`config.mk`:
```
export PLATFORM = sky130hd
export DESIGN_NAME = tx_mac
export DESIGN_NICKNAME = d
export VERILOG_FILES = /design/src/rtl/tx_mac.sv
export SDC_FILE = /design/constraint.sdc
export NUM_CORES = 1
export LEC_CHECK = 0
export BUFFER_PORTS_ARGS = -buffer_cell sky130_fd_sc_hd__buf_2
export CAP_MARGIN = 40
export CELL_PAD_IN_SITES_DETAIL_PLACEMENT = 1
export CELL_PAD_IN_SITES_GLOBAL_PLACEMENT = 2
export CORE_MARGIN = 10
export CORE_UTILIZATION = 39
export CTS_CLUSTER_SIZE = 30
export DETAILED_ROUTE_END_ITERATION = 10
export PLACE_DENSITY = 0.92
export SETUP_SLACK_MARGIN = 0.05
export SYNTH_ARGS = -nofsm -noshare
export SYNTH_HDL_FRONTEND = slang
export SYNTH_SLANG_ARGS = --single-unit
```
`constraint.sdc`:
```
create_clock -name clk -period 2.51 [get_ports clk]
set_input_delay 0.251 -clock clk [delete_from_list [all_inputs] [get_ports clk]]
set_output_delay 0.251 -clock clk [all_outputs]
set_load 0.02 [all_outputs]
```
`src/rtl/tx_mac.sv`:
```
// Transmit Ethernet MAC: frames AXI-Stream payload bytes with preamble, SFD,
// zero padding to the minimum frame and CRC-32 FCS, then enforces the IFG.
module tx_mac #(
  parameter int unsigned DATA_WIDTH     = 8,
  parameter int unsigned PREAMBLE_BYTES = 7,
  parameter int unsigned MIN_PAYLOAD    = 60,
  parameter int unsigned IFG_BYTES      = 12
) (
  input  logic                  clk,
  input  logic                  reset_n,
  input  logic [DATA_WIDTH-1:0] s_tx_axis_tdata,
  input  logic                  s_tx_axis_tvalid,
  input  logic                  s_tx_axis_tlast,
  output logic                  m_tx_axis_trdy,
  output logic [DATA_WIDTH-1:0] rgmii_mac_tx_data,
  output logic                  rgmii_mac_tx_en,
  output logic                  rgmii_mac_tx_er
);

  localparam int unsigned CNT_W   = 11;
  localparam int unsigned SEQ_W   = 8;
  localparam int unsigned FCS_LEN = 4;
  localparam logic [31:0] CRC_POLY = 32'hEDB88320;
  localparam logic [DATA_WIDTH-1:0] PRE_BYTE = DATA_WIDTH'(8'h55);
  localparam logic [DATA_WIDTH-1:0] SFD_BYTE = DATA_WIDTH'(8'hD5);

  typedef enum logic [2:0] {
    S_IDLE,
    S_PREAMBLE,
    S_SFD,
    S_PAYLOAD,
    S_PAD,
    S_FCS,
    S_IFG
  } state_t;

  state_t                  state_q, state_d;
  logic [DATA_WIDTH-1:0]   data_q, data_d;
  logic                    en_q, en_d;
  logic                    er_q, er_d;
  logic [SEQ_W-1:0]        seq_q, seq_d;
  logic [CNT_W-1:0]        pay_q, pay_d;
  logic [31:0]             crc_q, crc_d;

  logic [CNT_W:0]          pay_inc;
  logic [CNT_W-1:0]        pay_sat;
  logic [31:0]             fcs;
  logic [7:0]              fcs_byte;

  // Reflected CRC-32 advanced by one byte, LSB first.
  function automatic logic [31:0] crc_byte(input logic [31:0] c_in, input logic [7:0] d);
    logic [31:0] c;
    c = c_in;
    for (int i = 0; i < 8; i++) begin
      if (c[0] ^ d[i]) c = (c >> 1) ^ CRC_POLY;
      else             c = c >> 1;
    end
    return c;
  endfunction

  assign pay_inc  = {1'b0, pay_q} + (CNT_W+1)'(1);
  assign pay_sat  = (pay_q == {CNT_W{1'b1}}) ? pay_q : CNT_W'(pay_q + 1'b1);
  assign fcs      = ~crc_q;
  assign fcs_byte = 8'(fcs >> {seq_q[1:0], 3'b000});

  assign m_tx_axis_trdy    = (state_q == S_PAYLOAD);
  assign rgmii_mac_tx_data = data_q;
  assign rgmii_mac_tx_en   = en_q;
  assign rgmii_mac_tx_er   = er_q;

  // State and output registers; reset drops any frame in flight.
  always_ff @(posedge clk or negedge reset_n) begin
    if (!reset_n) begin
      state_q <= S_IDLE;
      data_q  <= '0;
      en_q    <= 1'b0;
      er_q    <= 1'b0;
      seq_q   <= '0;
      pay_q   <= '0;
      crc_q   <= '0;
    end else begin
      state_q <= state_d;
      data_q  <= data_d;
      en_q    <= en_d;
      er_q    <= er_d;
      seq_q   <= seq_d;
      pay_q   <= pay_d;
      crc_q   <= crc_d;
    end
  end

  // The state leads the registered byte by one cycle: each state computes
  // the byte that appears on the wire during the following cycle.
  always_comb begin
    state_d = state_q;
    data_d  = '0;
    en_d    = 1'b0;
    er_d    = 1'b0;
    seq_d   = seq_q;
    pay_d   = pay_q;
    crc_d   = crc_q;

    unique case (state_q)
      S_IDLE: begin
        if (s_tx_axis_tvalid) begin
          data_d  = PRE_BYTE;
          en_d    = 1'b1;
          seq_d   = SEQ_W'(1);
          state_d = S_PREAMBLE;
        end
      end

      S_PREAMBLE: begin
        data_d = PRE_BYTE;
        en_d   = 1'b1;
        seq_d  = SEQ_W'(seq_q + 1'b1);
        if (seq_q >= SEQ_W'(PREAMBLE_BYTES - 1)) state_d = S_SFD;
      end

      S_SFD: begin
        data_d  = SFD_BYTE;
        en_d    = 1'b1;
        crc_d   = 32'hFFFF_FFFF;
        pay_d   = '0;
        state_d = S_PAYLOAD;
      end

      S_PAYLOAD: begin
        en_d  = 1'b1;
        seq_d = '0;
        if (s_tx_axis_tvalid) begin
          data_d = s_tx_axis_tdata;
          crc_d  = crc_byte(crc_q, 8'(s_tx_axis_tdata));
          pay_d  = pay_sat;
          if (s_tx_axis_tlast) begin
            state_d = (pay_inc < (CNT_W+1)'(MIN_PAYLOAD)) ? S_PAD : S_FCS;
          end
        end else begin
          // Store-and-forward source ran dry: abort with one error byte.
          er_d    = 1'b1;
          state_d = S_IFG;
        end
      end

      S_PAD: begin
        en_d  = 1'b1;
        crc_d = crc_byte(crc_q, 8'h00);
        pay_d = pay_sat;
        seq_d = '0;
        if (pay_inc >= (CNT_W+1)'(MIN_PAYLOAD)) state_d = S_FCS;
      end

      S_FCS: begin
        data_d = DATA_WIDTH'(fcs_byte);
        en_d   = 1'b1;
        seq_d  = SEQ_W'(seq_q + 1'b1);
        if (seq_q == SEQ_W'(FCS_LEN - 1)) begin
          seq_d   = '0;
          state_d = S_IFG;
        end
      end

      S_IFG: begin
        seq_d = SEQ_W'(seq_q + 1'b1);
        if (seq_q >= SEQ_W'(IFG_BYTES - 1)) begin
          seq_d   = '0;
          state_d = S_IDLE;
        end
      end

      default: state_d = S_IDLE;
    endcase
  end

endmodule

```
==> flow_metrics.py <==
metrics = {
    "finish": {
        "layout_commonest_cell": "xnor2_1",
        "multiInputGateArea_sq_mm": 0.00312,
        "area_delta_synth_final_pct": 15.4,
        "fill_cells": 1422,
        "fin_nets": 607,
        "drive_above_1_share": 0.171,
        "final_cell_mix": "xnor2_1, dfrtp_1, a21oi_1",
        "regArea_sq_mm": 0.00160,
        "diodes": 0,
    },
    "clocking": {
        "cts_sinks": 64,
        "clkLatencyLatePin_ps": 340,
        "root_buffer": "clkbuf_16",
        "cts_setup_buffers": 0,
        "cts_tree": "yes",
        "cts_resized": 0,
        "cts_made_buffers": 9,
        "cts_max_path_buffers": 2,
        "clkSlewWorstSetupHoldPaths_ps": 50,
        "htreeDepth": 3,
    },
    "global_route": {
        "grt_pass1_vias": 4743,
        "grt_max_degree": 30,
        "track_usage": 0.187,
        "grt_overflow": 0,
        "antenna_found_initial": 0,
        "grt_pass1_wl_microns": 26400,
    },
    "floorplanning": {
        "chipHeight_microns": 132,
        "dieArea_sq_mm": 0.0175,
        "coreArea_sq_mm": 0.0122,
        "io_pins": 23,
        "rows": 40,
        "start_util": 0.405,
        "die_w_microns": 132,
    },
    "setup_path": {
        "critPathKind": "flop to flop",
        "rrSetupSlack_ps": 190,
        "worstPathArrival_ps": 2550,
        "critical_path.most_common_cell": "xor2_1",
        "crit_end": "crc_q[26]",
        "cp-end-kind": "flop",
        "cp_cell_sequence": "buf_4 -> xnor2_1 -> xor2_1 -> xor2_1 -> a21oi_1 -> o21ai_0 -> o21a_1",
        "r2r-end": "crc_q[26]",
        "crit_path_start_kind": "flop",
        "cpMaxStageDelayCell": "xor2_1",
        "cp_max_fo": 5,
        "cpPeakStageDelay_ps": 550,
        "reg2reg_depth": 7,
        "critical_path.startpoint": "crc_q[3]",
        "crit-reg2reg-launch": "crc_q[3]",
        "worstPathRequired_ps": 2730,
    },
    "sta": {
        "min_period_ps": 2320,
        "min_period_over_period": 0.926,
        "rsz0062_at_grt": "false",
        "tightest_slew_ps": 625,
        "setup_viol": 0,
        "finalHoldViolCount": 0,
        "slew_viol_final": 0,
        "slew-limit-headroom": 0.583,
        "hold_slack_ps": 312,
        "finalSetupTns_ps": 0,
        "max_freq_mhz": 430,
        "finClkSkew_ps": 7.65,
    },
    "pwr": {
        "leakage_nw": 2.36,
        "ir_worst_vdd_mv": 0.638,
        "p_per_area_mw_per_mm2": 1780,
        "finalPower_mw": 10.1,
    },
    "synthesis": {
        "yosys.area.top_type": "dfrtp_1",
        "netlist_area_sq_mm": 0.00492,
        "synth_cells": 558,
        "synthTopCellsByArea": "dfrtp_1, xnor2_1, a21oi_1",
        "yosysWarningCount": 0,
        "syn_nets": 574,
        "yosysSeqAreaShare": 0.325,
        "synth_seq_cells": 64,
        "synth_ff_type": "dfrtp_1",
        "synth_top_cell_area_share": 0.325,
        "synth_edf_count": 0,
        "synthArstFlopShare": 1.00,
        "synthDistinctLibCells": 52,
        "avgSynthCellArea_sq_um": 8.82,
    },
    "detailed_routing": {
        "drtIter0Drc": 480,
        "totalWireLength_microns": 16300,
        "drc": 0,
        "detail-route-antenna-nets": 0,
        "via_per_inst": 5.89,
        "first_pass_iters": 5,
        "vias": 4503,
        "routedWlPerCell_microns": 21.4,
    },
    "status": {
        "status": "complete, no violations",
    },
    "job": {
        "drv_cap": 0,
    },
    "placed_design": {
        "dp_hpwl_microns": 11800,
        "io_buffers": 22,
        "gp_congestion": 0.955,
    },
    "hold_path": {
        "hold_path_class": "input port to flop",
    },
}
## metal layers
layer / global-route usage / wire length [microns] / up-vias
met1: 0.227 / 6860 / 2261
met5: 0 / 0 / -
met2: 0.307 / 7790 / 166
met4: 0.103 / 660 / 0
met3: 0.0309 / 1030 / 48
li1: - / - / 2028
## worst max-delay path: cells and delay by family (launching register included)
kind | cells | cell delay (ps)
xor gates and xnor gates | 3 | 1060
AOI/OAI and AO/OA | 3 | 470
DFF | 1 | 460
buffers and inverters | 1 | 210
## registers in the layout (all words and copies together), names as in the netlist
signal / count
crc_q: 32
pay_q: 11
rgmii_mac_tx_data: 8
rgmii_mac_tx_en: 1
rgmii_mac_tx_er: 1
seq_q: 8
state_q: 3
## worst min path at each step
stage / from / to / slack (ps) / cells past startpoint
after floorplan: reset_n / crc_q[0] / -40 / 0
after global placement: reset_n / seq_q[3] / 300 / 1
after detailed placement: reset_n / seq_q[3] / 300 / 1
after CTS: s_tx_axis_tdata[4] / rgmii_mac_tx_data[4] / 300 / 3
after global routing: s_tx_axis_tdata[0] / rgmii_mac_tx_data[0] / 340 / 3
final: s_tx_axis_tdata[4] / rgmii_mac_tx_data[4] / 310 / 3
## metrics by stage
stage	utilization	setup WS (ps)	instances	cell area, sq um
after floorplan	-	296	558	4920
after global placement	0.443	345	747	5380
after detailed placement	0.443	248	747	5380
after CTS	0.467	183	764	5680
after global routing	0.467	84.4	764	5680
final	0.467	186	764	5680
## cell type report
class	count	area share
multi-input cells	447	0.550
flip-flops and latches	64	0.282
repair buffers	64	0.0776
clock buffers	13	0.0476
well taps	168	0.0370
inverters	5	0.00330
clock inverters	3	0.00264
## where the power goes
group	leakage, nW	internal, mW	switching, mW
registers	0.794	1.39	0.415
logic	1.42	3.44	3.66
clock network	0.145	0.744	0.467
## repair_timing
| action | in CTS | in global routing |
|---|---|---|
| hold buffers | 1 | 0 |
| setup endpoints to repair | 0 | 0 |
| hold endpoints to repair | 24 | 0 |
## logic make-up after synthesis
| logic type | count (synthesis) | share of synthesized area |
|---|---|---|
| AOI/OAI and AO/OA | 171 | 0.204 |
| xor gates and xnor gates | 115 | 0.236 |
| adders and majority gates | 4 | 0.0102 |
| buffers and inverters | 47 | 0.0419 |
| DFF | 64 | 0.325 |
| muxes | 10 | 0.0407 |
| and+or+nand+nor | 147 | 0.142 |
## cells in the mapped netlist, types with 3 or more instances
library cell  number
and3_1             9
a22o_1             3
nor2_1            54
nor2b_1            7
nand2_1           32
o221ai_1           6
buf_2              3
a21oi_1           63
o22ai_1           11
xnor2_2            7
nand3_1           12
a31oi_1            8
xor2_1            33
ha_1               4
a221o_1            5
nand4_1            4
mux4_2             8
and2_1             7
dfrtp_1           64
o31ai_1            8
o21a_1             4
nand2b_1          12
buf_4              3
clkbuf_1          30
inv_1              5
xnor2_1           68
o21ai_0           51
buf_1              4
nor4_1             3
(Power assumes the default switching activity.)
